[src/rtl/hdmi_tx_sequencer_if.sv]
// Bundle between the HDMI transmit sequencer and its environment (clock lock, encoders, gearboxes).
// Latency: none (wires only).
// Backpressure: none; one symbol per channel is exchanged every pixel clock.
interface hdmi_tx_sequencer_if;
    logic        clk_locked;
    logic        enable;
    logic [9:0]  enc_sym0;
    logic [9:0]  enc_sym1;
    logic [9:0]  enc_sym2;
    logic [11:0] h_count;
    logic [11:0] v_count;
    logic        active;
    logic [9:0]  tx_sym0;
    logic [9:0]  tx_sym1;
    logic [9:0]  tx_sym2;
    logic        de;
    logic        hsync;
    logic        vsync;
    logic        frame_start;
    logic        running;

    // Environment side: clock generators, encoders and gearboxes.
    modport master (
        output clk_locked, enable, enc_sym0, enc_sym1, enc_sym2,
        input  h_count, v_count, active, tx_sym0, tx_sym1, tx_sym2,
        input  de, hsync, vsync, frame_start, running
    );

    // Sequencer side.
    modport slave (
        input  clk_locked, enable, enc_sym0, enc_sym1, enc_sym2,
        output h_count, v_count, active, tx_sym0, tx_sym1, tx_sym2,
        output de, hsync, vsync, frame_start, running
    );
endinterface

[src/rtl/hdmi_tx_sequencer.sv]
// HDMI/DVI transmit sequencer: lock wait, raster counters, per-channel data/control-token select.
// Latency: TX symbols, DE, syncs and FRAME_START registered 1 cycle after the H/V/ACTIVE that produced them.
// Backpressure: none; the gearboxes take one symbol per channel every pixel clock.
module hdmi_tx_sequencer #(
    parameter int H_ACTIVE  = 640,
    parameter int H_FP      = 16,
    parameter int H_SYNC    = 96,
    parameter int H_BP      = 48,
    parameter int V_ACTIVE  = 480,
    parameter int V_FP      = 10,
    parameter int V_SYNC    = 2,
    parameter int V_BP      = 33,
    parameter bit HS_POL    = 1'b0,
    parameter bit VS_POL    = 1'b0,
    parameter int LOCK_WAIT = 1024
) (
    input  logic                 clock_px,
    input  logic                 reset_n,
    hdmi_tx_sequencer_if.slave   bus
);

    localparam int H_TOTAL = H_ACTIVE + H_FP + H_SYNC + H_BP;
    localparam int V_TOTAL = V_ACTIVE + V_FP + V_SYNC + V_BP;
    localparam int CW      = (LOCK_WAIT > 1) ? $clog2(LOCK_WAIT) : 1;

    localparam logic [12:0] H_ACT_END = 13'(H_ACTIVE);
    localparam logic [12:0] HS_START  = 13'(H_ACTIVE + H_FP);
    localparam logic [12:0] HS_END    = 13'(H_ACTIVE + H_FP + H_SYNC);
    localparam logic [12:0] V_ACT_END = 13'(V_ACTIVE);
    localparam logic [12:0] VS_START  = 13'(V_ACTIVE + V_FP);
    localparam logic [12:0] VS_END    = 13'(V_ACTIVE + V_FP + V_SYNC);
    localparam logic [11:0] H_LAST    = 12'(H_TOTAL - 1);
    localparam logic [11:0] V_LAST    = 12'(V_TOTAL - 1);
    localparam logic [CW-1:0] CNT_LAST = CW'(LOCK_WAIT - 1);

    // DVI control tokens indexed by {c1, c0}.
    localparam logic [9:0] TOK_00 = 10'b1101010100;
    localparam logic [9:0] TOK_01 = 10'b0010101011;
    localparam logic [9:0] TOK_10 = 10'b0101010100;
    localparam logic [9:0] TOK_11 = 10'b1010101011;

    generate
        if (H_TOTAL > 4096 || V_TOTAL > 4096 || LOCK_WAIT < 2) begin : g_param_check
            $error("hdmi_tx_sequencer: raster totals must be <= 4096 and LOCK_WAIT >= 2");
        end
    endgenerate

    typedef enum logic [1:0] {
        ST_IDLE,
        ST_WAIT_LOCK,
        ST_RUN,
        ST_STOPPING
    } state_t;

    function automatic logic [9:0] ctl_token(input logic c1, input logic c0);
        logic [9:0] tok;
        case ({c1, c0})
            2'b00:   tok = TOK_00;
            2'b01:   tok = TOK_01;
            2'b10:   tok = TOK_10;
            default: tok = TOK_11;
        endcase
        return tok;
    endfunction

    state_t        state, state_nx;
    logic [11:0]   h, h_nx, h_inc;
    logic [11:0]   v, v_nx, v_inc;
    logic [CW-1:0] cnt, cnt_nx;
    logic          lock_meta, lock_s;
    logic          streaming, active, hs, vs, hs_lvl, vs_lvl;
    logic          h_last, v_last;

    logic [9:0]    tx_sym0_q, tx_sym1_q, tx_sym2_q;
    logic          de_q, hsync_q, vsync_q, frame_start_q;

    // Bring the asynchronous lock indication into the pixel-clock domain.
    always_ff @(posedge clock_px or negedge reset_n) begin
        if (!reset_n) begin
            lock_meta <= 1'b0;
            lock_s    <= 1'b0;
        end else begin
            lock_meta <= bus.clk_locked;
            lock_s    <= lock_meta;
        end
    end

    // State, raster counters and lock-wait counter.
    always_ff @(posedge clock_px or negedge reset_n) begin
        if (!reset_n) begin
            state <= ST_IDLE;
            h     <= '0;
            v     <= '0;
            cnt   <= '0;
        end else begin
            state <= state_nx;
            h     <= h_nx;
            v     <= v_nx;
            cnt   <= cnt_nx;
        end
    end

    assign h_last = (h == H_LAST);
    assign v_last = (v == V_LAST);
    assign h_inc  = h_last ? 12'd0 : h + 12'd1;
    assign v_inc  = h_last ? (v_last ? 12'd0 : v + 12'd1) : v;

    // Next state; the IDLE cycle that first sees lock counts as the first lock-wait cycle.
    always_comb begin
        state_nx = state;
        h_nx     = h;
        v_nx     = v;
        cnt_nx   = cnt;
        case (state)
            ST_IDLE: begin
                h_nx   = '0;
                v_nx   = '0;
                cnt_nx = '0;
                if (lock_s && bus.enable) begin
                    state_nx = ST_WAIT_LOCK;
                    cnt_nx   = CW'(1);
                end
            end
            ST_WAIT_LOCK: begin
                h_nx = '0;
                v_nx = '0;
                if (!lock_s || !bus.enable) begin
                    state_nx = ST_IDLE;
                    cnt_nx   = '0;
                end else if (cnt == CNT_LAST) begin
                    state_nx = ST_RUN;
                    cnt_nx   = '0;
                end else begin
                    cnt_nx = cnt + CW'(1);
                end
            end
            ST_RUN: begin
                if (!lock_s) begin
                    state_nx = ST_IDLE;
                    h_nx     = '0;
                    v_nx     = '0;
                end else begin
                    h_nx = h_inc;
                    v_nx = v_inc;
                    if (!bus.enable) state_nx = ST_STOPPING;
                end
            end
            default: begin
                if (!lock_s) begin
                    state_nx = ST_IDLE;
                    h_nx     = '0;
                    v_nx     = '0;
                end else begin
                    h_nx = h_inc;
                    v_nx = v_inc;
                    if (bus.enable)              state_nx = ST_RUN;
                    else if (h_last && v_last)   state_nx = ST_IDLE;
                end
            end
        endcase
    end

    // Region decode; sync pulses only exist while streaming.
    always_comb begin
        streaming = (state == ST_RUN) || (state == ST_STOPPING);
        active    = streaming && ({1'b0, h} < H_ACT_END) && ({1'b0, v} < V_ACT_END);
        hs        = streaming && ({1'b0, h} >= HS_START) && ({1'b0, h} < HS_END);
        vs        = streaming && ({1'b0, v} >= VS_START) && ({1'b0, v} < VS_END);
        hs_lvl    = hs ? HS_POL : ~HS_POL;
        vs_lvl    = vs ? VS_POL : ~VS_POL;
    end

    // Output stage: one symbol per channel per pixel, registered for the gearboxes.
    always_ff @(posedge clock_px or negedge reset_n) begin
        if (!reset_n) begin
            tx_sym0_q     <= ctl_token(~VS_POL, ~HS_POL);
            tx_sym1_q     <= TOK_00;
            tx_sym2_q     <= TOK_00;
            de_q          <= 1'b0;
            hsync_q       <= ~HS_POL;
            vsync_q       <= ~VS_POL;
            frame_start_q <= 1'b0;
        end else begin
            tx_sym0_q     <= active ? bus.enc_sym0 : ctl_token(vs_lvl, hs_lvl);
            tx_sym1_q     <= active ? bus.enc_sym1 : TOK_00;
            tx_sym2_q     <= active ? bus.enc_sym2 : TOK_00;
            de_q          <= active;
            hsync_q       <= hs_lvl;
            vsync_q       <= vs_lvl;
            frame_start_q <= streaming && (h == 12'd0) && (v == 12'd0);
        end
    end

    assign bus.h_count     = h;
    assign bus.v_count     = v;
    assign bus.active      = active;
    assign bus.running     = streaming;
    assign bus.tx_sym0     = tx_sym0_q;
    assign bus.tx_sym1     = tx_sym1_q;
    assign bus.tx_sym2     = tx_sym2_q;
    assign bus.de          = de_q;
    assign bus.hsync       = hsync_q;
    assign bus.vsync       = vsync_q;
    assign bus.frame_start = frame_start_q;

endmodule

[src/flat_wrapper.sv]
// flat-port wrapper written by rule: the top's interface ports become plain ports
module hdmi_tx_sequencer_flat 
#(
    parameter int H_ACTIVE  = 640,
    parameter int H_FP      = 16,
    parameter int H_SYNC    = 96,
    parameter int H_BP      = 48,
    parameter int V_ACTIVE  = 480,
    parameter int V_FP      = 10,
    parameter int V_SYNC    = 2,
    parameter int V_BP      = 33,
    parameter bit HS_POL    = 1'b0,
    parameter bit VS_POL    = 1'b0,
    parameter int LOCK_WAIT = 1024
)
  (clock_px, reset_n, bus_clk_locked, bus_enable, bus_enc_sym0, bus_enc_sym1, bus_enc_sym2, bus_h_count, bus_v_count, bus_active, bus_tx_sym0, bus_tx_sym1, bus_tx_sym2, bus_de, bus_hsync, bus_vsync, bus_frame_start, bus_running);
  hdmi_tx_sequencer_if bus_i ();
  input  logic clock_px;
  input  logic reset_n;
  input wire logic [$bits(bus_i.clk_locked)-1:0] bus_clk_locked;
  input wire logic [$bits(bus_i.enable)-1:0] bus_enable;
  input wire logic [$bits(bus_i.enc_sym0)-1:0] bus_enc_sym0;
  input wire logic [$bits(bus_i.enc_sym1)-1:0] bus_enc_sym1;
  input wire logic [$bits(bus_i.enc_sym2)-1:0] bus_enc_sym2;
  output wire logic [$bits(bus_i.h_count)-1:0] bus_h_count;
  output wire logic [$bits(bus_i.v_count)-1:0] bus_v_count;
  output wire logic [$bits(bus_i.active)-1:0] bus_active;
  output wire logic [$bits(bus_i.tx_sym0)-1:0] bus_tx_sym0;
  output wire logic [$bits(bus_i.tx_sym1)-1:0] bus_tx_sym1;
  output wire logic [$bits(bus_i.tx_sym2)-1:0] bus_tx_sym2;
  output wire logic [$bits(bus_i.de)-1:0] bus_de;
  output wire logic [$bits(bus_i.hsync)-1:0] bus_hsync;
  output wire logic [$bits(bus_i.vsync)-1:0] bus_vsync;
  output wire logic [$bits(bus_i.frame_start)-1:0] bus_frame_start;
  output wire logic [$bits(bus_i.running)-1:0] bus_running;
  assign bus_i.clk_locked = bus_clk_locked;
  assign bus_i.enable = bus_enable;
  assign bus_i.enc_sym0 = bus_enc_sym0;
  assign bus_i.enc_sym1 = bus_enc_sym1;
  assign bus_i.enc_sym2 = bus_enc_sym2;
  assign bus_h_count = bus_i.h_count;
  assign bus_v_count = bus_i.v_count;
  assign bus_active = bus_i.active;
  assign bus_tx_sym0 = bus_i.tx_sym0;
  assign bus_tx_sym1 = bus_i.tx_sym1;
  assign bus_tx_sym2 = bus_i.tx_sym2;
  assign bus_de = bus_i.de;
  assign bus_hsync = bus_i.hsync;
  assign bus_vsync = bus_i.vsync;
  assign bus_frame_start = bus_i.frame_start;
  assign bus_running = bus_i.running;
  hdmi_tx_sequencer #(.H_ACTIVE(H_ACTIVE), .H_FP(H_FP), .H_SYNC(H_SYNC), .H_BP(H_BP), .V_ACTIVE(V_ACTIVE), .V_FP(V_FP), .V_SYNC(V_SYNC), .V_BP(V_BP), .HS_POL(HS_POL), .VS_POL(VS_POL), .LOCK_WAIT(LOCK_WAIT)) u_core (.clock_px(clock_px), .reset_n(reset_n), .bus(bus_i));
endmodule
[config.mk]
export PLATFORM = sky130hd
export DESIGN_NAME = hdmi_tx_sequencer_flat
export DESIGN_NICKNAME = d
export VERILOG_FILES = /design/src/rtl/hdmi_tx_sequencer_if.sv /design/src/rtl/hdmi_tx_sequencer.sv /design/src/flat_wrapper.sv
export SDC_FILE = /design/constraint.sdc
export NUM_CORES = 1
export LEC_CHECK = 0
export BUFFER_PORTS_ARGS = -buffer_cell sky130_fd_sc_hd__buf_4
export CORE_UTILIZATION = 56
export DETAILED_ROUTE_END_ITERATION = 8
export PLACE_DENSITY = 0.94
export SLEW_MARGIN = 20
export SYNTH_ARGS = -nofsm -noshare
export SYNTH_HDL_FRONTEND = slang
export SYNTH_SLANG_ARGS = --single-unit
[constraint.sdc]
create_clock -name clock_px -period 4.4 [get_ports clock_px]
set_input_delay 0 -clock clock_px [delete_from_list [all_inputs] [get_ports clock_px]]
set_output_delay 0 -clock clock_px [all_outputs]
set_load 0.05 [all_outputs]
==> reports/results.ini, run 1 <==
[logic_synthesis]
synth_xor_area_share_pct = 2.93
synth_area_leaders = dfrtp_1, dfstp_2, nand2_1
synthSimpleGateAreaFrac_pct = 24.1
synth_top_family_by_area = simple AND/OR/NAND/NOR gates
synth_area_um2 = 3290
ys_ff_latch = 72
postSynthCellCount = 316
synth_edf_count = 0
yosys_warnings = 0
syn_nets = 359
synthMuxAreaShare_pct = 2.21
synth_most_common_cell = dfrtp_1
synth_largest_area_cell = dfrtp_1
synthFlopType = dfrtp_1
yosysUniqueCellTypes = 47
netlist.area_leader.share_pct = 41.1
async_flop_share_pct = 100
synth_fa_ha_area_share_pct = 3.42
ys_top_cells_by_count = dfrtp_1, nand2_1, nor2_1
syn_avg_cell_area_um2 = 10.4
synth_compound_area_share_pct = 9.44
yosysSeqAreaShare_pct = 55.5

[detailed_routing]
drc_errors = 0
first_iter_violations = 219
detail_route.first_pass.iterations = 6
post_drt_wl_per_cell_um = 17.5
num_vias = 3040
wirelength_mm = 9.02
final_antenna_net_count = 0
via_per_inst = 5.89

[hold_path]
min_to = u_core.cnt[0]
min_path_cells = 3
min-delay-start = bus_enable
hold_class = in -> reg

[global_routing]
grt_overflow_total = 0
grt_max_degree = 73
grtUsageTotal_pct = 31.0
antenna_found_initial = 0
grt_pass1_wl_mm = 14.4
grt_pass1_vias = 2964

[outcome]
status = complete, no violations

[final_layout]
stdcell_area_um2 = 4560
area_delta_synth_final_pct = 38.7
diodes = 0
final_layout_size_suffix_gt1_share_pct = 30.6
nets = 483

[die]
fp.dieH_um = 78.6
die_w_um = 78.6
pin_count = 94
initial_utilization_pct = 59.0
core_um2 = 5570
num_rows = 27
die-area_um2 = 6180

[timing]
tns_ns = 0
setup_ws_ns = 1.56
drv_slew = 0
fmax_mhz = 352
skew_ns = 0.0202
relSlewSlack_pct = 42.6
rsz0062_at_grt = false
hold_violations = 0
fin_crit_sh_pct = 64.5
finalSetupViolCount = 0
post-route-min-period_ns = 2.84
tightest_slew_ns = 0.861

[power_and_ir_drop]
power.density_nw_per_um2 = 470
ir_drop_uv = 289
p_leak_nw = 2.09

[critical_path]
worstSetupStartpointType = flip-flop
crit_type = reg -> reg
r2r_setup_slack_ns = 1.56
ff2ff_path_depth = 7
arrival_ns = 3.09
critPathCaptureType = flip-flop
crit-reg2reg-launch = u_core.state[0]
crit_chain = inv_1, ha_1, nor2_1, nand2_1, nor2_1, o21ai_0, o41ai_2
slowest_delay_ns = 0.59
r2r_end = u_core.bus.v_count[5]
cp.required_ns = 4.65
slowest_stage = nor2_1
crit_path_frequent_cell = nor2_1
path_max_fanout = 12

[clocking]
cts_tree = built
clock_sinks = 72
clk_latency_ns = 0.36
cts.path.max_buffers = 2
cts_buffers = 9
cts_setup_buffers = 0
h-tree-depth = 3
cts_root_buf = clkbuf_8
path_clk_slew_ns = 0.07

[placed_design]
dp_hpwl_mm = 5.44
gp_congestion = 0.808
place_ws_ns = 1.69
io_buffers = 93
post_dp_cell_area_um2 = 4030

[flow_run]
maxCapViolCount = 0

per-layer routing:
metal	routed length, um	vias up	GRT usage [%]
li1	-	1347	-
met1	3300	1464	35.9
met2	4680	182	53.0
met3	594	47	5.93
met4	442	0	18.5
met5	0	-	0
worst max-delay path: cells and delay by family (launching register included):
kind | cells | cell delay, ns
compound gates | 2 | 0.34
flops | 1 | 0.42
fa+ha+maj | 1 | 0.27
simple gates | 3 | 1.61
buf+inv | 1 | 0.09
timing repair:
| item | in CTS | in global routing |
|---|---|---|
| gates resized for setup | 0 | 0 |
| hold endpoints to repair | 85 | 0 |
| hold buffers | 32 | 0 |
| endpoints found under the setup margin | 0 | 0 |
worst max path at each step:
stage | start | endpoint
6_report | u_core.state[0] | u_core.bus.v_count[5]
5_1_grt | u_core.state[0] | bus_active
3_3_place_gp | u_core.bus.h_count[11] | u_core.state[0]
2_1_floorplan | u_core.bus.h_count[11] | u_core.bus.v_count[6]
3_5_place_dp | u_core.state[0] | u_core.bus.v_count[5]
4_1_cts | u_core.state[0] | bus_active
stage by stage:
step           util, %  power [W]  hold WS [ns]  std cells
2_1_floorplan        -    0.00132        -0.296        316
3_3_place_gp      72.3    0.00151         0.111        469
4_1_cts           81.8    0.00212        0.0272        516
6_report          81.8    0.00214        0.0719        516
3_5_place_dp      72.3    0.00155         0.111        469
5_1_grt           81.8    0.00223        0.0790        516
cell type report:
cell class	count	area (um2)
clock buffers	9	124
clock inverters	6	85.1
fillers	312	1010
inverters	9	33.8
multi-input cells	223	1380
flip-flops and latches	72	1820
well taps	72	90.1
repair buffers	125	1020
placed cells by master, fill, tap and decap left out, types with 2 or more instances in the layout:
| cell | count |
|---|---|
| and4_1 | 5 |
| o21a_1 | 6 |
| ha_1 | 9 |
| nor4_1 | 4 |
| nand2_1 | 32 |
| o21ai_0 | 18 |
| bufinv_16 | 2 |
| buf_4 | 93 |
| dlygate4sd3_1 | 32 |
| nand2b_1 | 11 |
| inv_1 | 9 |
| clkinv_2 | 2 |
| nor2_1 | 29 |
| dfstp_2 | 18 |
| nor3_1 | 9 |
| clkinvlp_4 | 2 |
| xor2_1 | 5 |
| clkbuf_8 | 9 |
| a31oi_1 | 4 |
| and3_1 | 2 |
| o31ai_1 | 3 |
| mux2i_1 | 5 |
| a21oi_1 | 10 |
| nand3_1 | 16 |
| nand4_1 | 10 |
| and2_1 | 12 |
| dfrtp_1 | 54 |
| xnor2_1 | 6 |
| nor2b_1 | 2 |
| or4_1 | 2 |
| or3_1 | 3 |
sequential cells by signal, summed over array words and instances, names as in the netlist:
register,count
u_core.bus.hsync,1
u_core.bus.tx_sym1,10
u_core.state,2
u_core.lock_meta,1
u_core.bus.v_count,12
u_core.cnt,10
u_core.bus.h_count,12
u_core.lock_s,1
u_core.bus.frame_start,1
u_core.bus.tx_sym0,10
u_core.bus.de,1
u_core.bus.tx_sym2,10
u_core.bus.vsync,1
cell families after synthesis:
family | after synthesis
compound gates | 49
flops | 72
simple gates | 147
mux | 7
fa+ha+maj | 9
buf+inv | 21
xor+xnor | 11
where the power goes:
part | switching (W) | leakage (nW) | internal [W] | total, W
Clock | 0.000253 | 0.101 | 0.000314 | 0.000567
Sequential | 0.0000454 | 0.931 | 0.000760 | 0.000805
Combinational | 0.000530 | 1.06 | 0.000240 | 0.000771
(Power assumes the default switching activity.)
==> inputs of run 2 (changes only) <==
--- a/config.mk
+++ b/config.mk
@@ -6,9 +6,9 @@
 export NUM_CORES = 1
 export LEC_CHECK = 0
 export BUFFER_PORTS_ARGS = -buffer_cell sky130_fd_sc_hd__buf_4
-export CORE_UTILIZATION = 56
+export CORE_UTILIZATION = 47
 export DETAILED_ROUTE_END_ITERATION = 8
-export PLACE_DENSITY = 0.94
+export PLACE_DENSITY = 0.85
 export SLEW_MARGIN = 20
 export SYNTH_ARGS = -nofsm -noshare
 export SYNTH_HDL_FRONTEND = slang
==> constraint.sdc (replaced) <==
create_clock -name clock_px -period 2.4 [get_ports clock_px]
set_input_delay 0 -clock clock_px [delete_from_list [all_inputs] [get_ports clock_px]]
set_output_delay 0 -clock clock_px [all_outputs]
set_load 0.05 [all_outputs]
==> reports/results.ini, run 2 (synthesis gave the netlist of run 1 again) <==
[timing]
tightest_slew_ns = 0.879  ; +0.0181 ns
skew_ns = 0.0171  ; -0.00318 ns
rsz0062_at_grt = true
fin_crit_sh_pct = 98.0  ; +33 points
post-route-min-period_ns = 2.35  ; -0.487 ns
finalSetupViolCount = 0  ; unchanged
fmax_mhz = 425  ; +21%
hold_violations = 0  ; unchanged
drv_slew = 0  ; unchanged
relSlewSlack_pct = 41.4  ; -1.2 points

[clocking]
h-tree-depth = 3  ; unchanged
path_clk_slew_ns = 0.08  ; about the same
cts_root_buf = clkbuf_8
clk_latency_ns = 0.36  ; about the same
cts.path.max_buffers = 2  ; unchanged
cts_buffers = 9  ; unchanged
cts_tree = built
clock_sinks = 72  ; unchanged

[critical_path]
path_buf_inv = 1  ; unchanged
crit-reg2reg-launch = u_core.bus.h_count[10]
cp_top_family = simple AND/OR/NAND/NOR gates
ff2ff_path_depth = 6  ; -1
r2r_setup_slack_ns = 0.05  ; -1.51 ns
critPathCaptureType = flip-flop
arrival_ns = 2.60  ; -0.49 ns
slowest_delay_ns = 0.54  ; -0.05 ns
crit_path_frequent_cell = or4_4
path_max_fanout = 6  ; -6
crit_cells = 6  ; -1
worstSetupStartpointType = flip-flop
r2r_end = u_core.bus.v_count[10]
crit_type = reg -> reg
slowest_stage = or4_4
endpoint = u_core.bus.v_count[10]
crit_chain = or4_4, or4_4, buf_6, nor3_4, a21oi_1, mux2i_1
cp.required_ns = 2.65  ; -2.00 ns
startpoint = u_core.bus.h_count[10]

[placed_design]
io_buffers = 93  ; unchanged
dp.cells = 512  ; +9.2%
dp_hpwl_mm = 5.70  ; +4.8%
gp_congestion = 0.924  ; +14%

[die]
die-area_um2 = 7330  ; +19%
fp.dieH_um = 85.6  ; +8.9%
initial_utilization_pct = 48.4  ; -11 points
pin_count = 94  ; unchanged
die_w_um = 85.6  ; +8.9%
core_um2 = 6790  ; +22%
num_rows = 30  ; +11%

[global_routing]
antenna_found_initial = 0  ; unchanged
grt_pass1_vias = 2996  ; +1.1%
grt_overflow_total = 0  ; unchanged
grt_pass1_wl_mm = 14.5  ; +1.3%
grt_max_degree = 73  ; unchanged
grtUsageTotal_pct = 26.1  ; -4.8 points

[outcome]
status = complete, no violations

[final_layout]
final_layout_size_suffix_gt1_share_pct = 35.7  ; +5.1 points
layout.cells.most_common = buf_4
diodes = 0  ; unchanged
nets = 506  ; +4.8%
finish.utilization_pct = 70.3  ; -12 points
area_delta_synth_final_pct = 45.2
final_cell_mix = buf_4, dfrtp_1, nand2_1, dlygate4sd3_1, nor2_1
fin_cells = 564  ; +9.3%

[detailed_routing]
final_antenna_net_count = 0  ; unchanged
detail_route.first_pass.iterations = 4  ; -2
drc_errors = 0  ; unchanged
first_iter_violations = 245  ; +12%
post_drt_wl_per_cell_um = 16.4  ; -6.1%
num_vias = 3065  ; +0.82%
via_per_inst = 5.43  ; -7.8%
wirelength_mm = 9.25  ; +2.6%

[power_and_ir_drop]
power.density_nw_per_um2 = 815  ; +74%
ir_drop_uv = 591  ; +100%
p_leak_nw = 2.19  ; +5.0%

[hold_path]
hold_class = in -> reg

[flow_run]
maxCapViolCount = 0  ; unchanged

==> run 2: changes by cell type in the layout (fill, tap and decap cells not counted), sizes merged <==
cell / before / now
buf: 93 / 116
bufinv: 2 / 0
clkbuf: 9 / 11
clkinv: 2 / 3
clkinvlp: 2 / 1
inv: 9 / 10
==> run 2: worst reg2reg max path, cell delays in order (launching register included) <==
cell and delay [ns]:
dfrtp_2 0.43, or4_4 0.54, or4_4 0.53, buf_6 0.15, nor3_4 0.27, a21oi_1 0.10, mux2i_1 0.22
==> run 2: stage by stage <==
stage | setup slack (ns) | TNS [ns] | total power [W] | instance area, um2 | hold slack, ns
3_5_place_dp | -0.0179 | -0.0179 | 0.00289 | 4210 | 0.125
4_1_cts | 0.0213 | 0 | 0.00384 | 4740 | 0.0223
5_1_grt | -0.0199 | -0.0310 | 0.00406 | 4770 | 0.0334
2_1_floorplan | -0.0410 | -0.0864 | 0.00243 | 3300 | -0.296
3_3_place_gp | 0.0749 | 0 | 0.00285 | 4210 | 0.121
6_report | 0.0482 | 0 | 0.00389 | 4770 | 0.0386
==> run 2: power by group <==
| part | total (W) | switching, W | internal, W |
|---|---|---|---|
| logic | 0.00149 | 0.000998 | 0.000497 |
| clock network | 0.000931 | 0.000487 | 0.000444 |
| registers | 0.00147 | 0.0000738 | 0.00139 |
==> run 2: how the worst min path moves through the flow <==
stage	end	cells after the start	slack (ns)	start
floorplan	u_core.bus.de	0	-0.30	reset_n
global route	u_core.cnt[0]	3	0.03	bus_enable
global placement	u_core.lock_meta	1	0.12	bus_clk_locked
finish	u_core.cnt[0]	3	0.04	bus_enable
detailed placement	u_core.lock_meta	1	0.12	bus_clk_locked
CTS	u_core.cnt[0]	3	0.02	bus_enable
==> run 2: cell type report <==
cell class | count | area, um2
Clock inverter | 5 | 38.8
Tap cell | 96 | 120
Clock buffer | 11 | 153
Fill cell | 458 | 2020
Multi-Input combinational cell | 223 | 1400
Sequential cell | 72 | 1830
Timing Repair Buffer | 148 | 1190
Inverter | 9 | 33.8
==> run 2: metal layers <==
layer  GRT usage [%]  vias to the layer above  part of all wire [%]  wire [um]
met3            5.10                       33                   5.0        465
met2            42.7                      138                    50       4670
met5               0                        -                     0          0
met1            32.0                     1495                    40       3730
li1                -                     1399                     -          -
met4            16.7                        0                   4.1        381
==> run 2: what timing repair did <==
| action | in CTS | in global routing |
|---|---|---|
| gates resized for setup | 0 | 3 |
| setup endpoints to repair | 2 | 7 |
| hold buffers | 32 | 0 |
| setup buffers | 2 | 2 |
| pin swaps | 1 | 5 |
| hold endpoints to repair | 85 | 0 |
==> inputs of run 3 (changes only) <==
--- a/config.mk
+++ b/config.mk
@@ -8,7 +8,7 @@
 export BUFFER_PORTS_ARGS = -buffer_cell sky130_fd_sc_hd__buf_4
 export CORE_UTILIZATION = 47
 export DETAILED_ROUTE_END_ITERATION = 8
-export PLACE_DENSITY = 0.85
+export PLACE_DENSITY_LB_ADDON = 0.05
 export SLEW_MARGIN = 20
 export SYNTH_ARGS = -nofsm -noshare
 export SYNTH_HDL_FRONTEND = slang
==> reports/results.ini, run 3 (synthesis gave the netlist of run 1 again) <==
[clocking]
cts.path.max_buffers = 2  ; unchanged
cts_tree = built
cts_root_buf = clkbuf_8
cts_buffers = 9  ; unchanged
clk_latency_ns = 0.34  ; -0.02 ns
h-tree-depth = 3  ; unchanged
path_clk_slew_ns = 0.08  ; about the same
clock_sinks = 72  ; unchanged

[timing]
post-route-min-period_ns = 2.27  ; -0.0845 ns
fmax_mhz = 441  ; +3.7%
skew_ns = 0.00882  ; -0.00823 ns
rsz0062_at_grt = false
finalSetupViolCount = 0  ; unchanged
drv_slew = 0  ; unchanged
hold_violations = 0  ; unchanged
tightest_slew_ns = 0.921  ; +0.0417 ns
timing.hold.ws_ns = 0.0365  ; -0.00215 ns
fin_crit_sh_pct = 94.5  ; -3.5 points
relSlewSlack_pct = 38.6  ; -2.8 points

[critical_path]
r2r_setup_slack_ns = 0.13  ; +0.08 ns
arrival_ns = 2.55  ; -0.05 ns
cp.required_ns = 2.68  ; +0.03 ns
worstSetupStartpointType = flip-flop
crit_type = reg -> reg
slowest_stage = or4_4
critPathCaptureType = flip-flop
path_buf_inv = 2  ; +1
cp_top_family = simple AND/OR/NAND/NOR gates
path_max_fanout = 5  ; -1
slowest_delay_ns = 0.56  ; +0.02 ns
crit_chain = or4_4, or4_4, buf_4, nor3_4, buf_4, nand3_1, nand3_1

[die]
die_w_um = 85.6  ; unchanged
fp.dieH_um = 85.6  ; unchanged
num_rows = 30  ; unchanged
die-area_um2 = 7330  ; unchanged
core_um2 = 6790  ; unchanged
pin_count = 94  ; unchanged
initial_utilization_pct = 48.4  ; unchanged

[global_routing]
grt_pass1_wl_mm = 13.2  ; -9.2%
grt_pass1_vias = 2702  ; -9.8%
antenna_found_initial = 0  ; unchanged
grt_overflow_total = 0  ; unchanged
grtUsageTotal_pct = 23.4  ; -2.8 points
grt_max_degree = 73  ; unchanged

[detailed_routing]
drc_errors = 0  ; unchanged
wirelength_mm = 8.17  ; -12%
post_drt_wl_per_cell_um = 14.6  ; -11%
first_iter_violations = 197  ; -20%
via_per_inst = 5.28  ; -2.8%
final_antenna_net_count = 0  ; unchanged
num_vias = 2947  ; -3.8%
detail_route.first_pass.iterations = 5  ; +1

[final_layout]
stdcell_area_um2 = 4690  ; -1.7%
diodes = 0  ; unchanged
final_layout_size_suffix_gt1_share_pct = 34.8  ; -0.84 points
fillers = 518  ; +13%
layout.cells.most_common = buf_4
final_cell_mix = buf_4, dfrtp_1, nand2_1, dlygate4sd3_1, nor2_1
area_delta_synth_final_pct = 42.7
nets = 500  ; -1.2%

[flow_run]
maxCapViolCount = 0  ; unchanged

[outcome]
status = complete, no violations

[power_and_ir_drop]
power.density_nw_per_um2 = 798  ; -2.1%
p_leak_nw = 2.15  ; -2.0%
ir_drop_uv = 527  ; -11%

[placed_design]
dp_hpwl_mm = 5.38  ; -5.6%
post_dp_cell_area_um2 = 4190  ; -0.53%
gp_congestion = 0.825  ; -11%
io_buffers = 93  ; unchanged

[hold_path]
hold_class = in -> reg

-- run 3: worst paths after layout --
| kind | depth (start not counted) | from | endpoint |
|---|---|---|---|
| worst max-delay path | 7 | u_core.bus.h_count[11] | u_core.bus.v_count[8] |
| worst min-delay path | 3 | bus_enable | u_core.cnt[0] |
| worst max register to register | 7 | u_core.bus.h_count[11] | u_core.bus.v_count[8] |
| worst min register to register | 0 | u_core.lock_meta | u_core.lock_s |
| max in group asynchronous | 2 | reset_n | u_core.bus.h_count[5] |
| min in group asynchronous | 2 | reset_n | u_core.bus.v_count[10] |
-- run 3: tightest hold or removal path, cell delays in order --
cell and delay [ns]:
buf_4 0.11, a31oi_1 0.07, o22ai_1 0.13
-- run 3: metrics by stage --
stage          TNS, ns  instances  setup WS (ns)  utilization (%)  total power [W]
2_1_floorplan  -0.0864        316        -0.0410                -          0.00243
3_5_place_dp         0        509         0.0325             61.7          0.00289
3_3_place_gp         0        509         0.0757             61.7          0.00287
6_report             0        558          0.133             69.1          0.00375
4_1_cts              0        557        0.00925             68.9          0.00377
5_1_grt              0        558         0.0259             69.1          0.00395
-- run 3: routing by layer --
| layer | part of all wire [%] | global-route usage (%) | vias to the layer above |
|---|---|---|---|
| met5 | 0 | 0 | - |
| met1 | 44 | 32.8 | 1436 |
| met3 | 4.7 | 4.33 | 19 |
| li1 | - | - | 1389 |
| met2 | 48 | 34.8 | 103 |
| met4 | 3.1 | 12.0 | 0 |
-- run 3: repair_timing --
action	4_1_cts	5_1_grt
endpoints found under the setup margin	0	3
hold buffers	32	0
resized for setup	0	1
buffers inserted	0	1
hold endpoints to repair	85	0
-- run 3: final cells by class --
type                       count  area [um2]  area share, %
clock buffer                  10         128           2.72
clock inverter                 6        45.0          0.960
inverter                       9        33.8          0.720
multi-input combinational    223        1390           29.6
sequential                    72        1830           39.1
tap                           96         120           2.56
timing repair buffer         142        1150           24.4
-- run 3: power by group --
part | internal (W) | total (W) | switching, W
Clock | 0.000379 | 0.000841 | 0.000462
Sequential | 0.00139 | 0.00146 | 0.0000666
Combinational | 0.000492 | 0.00145 | 0.000954
Total | 0.00226 | 0.00375 | 0.00148
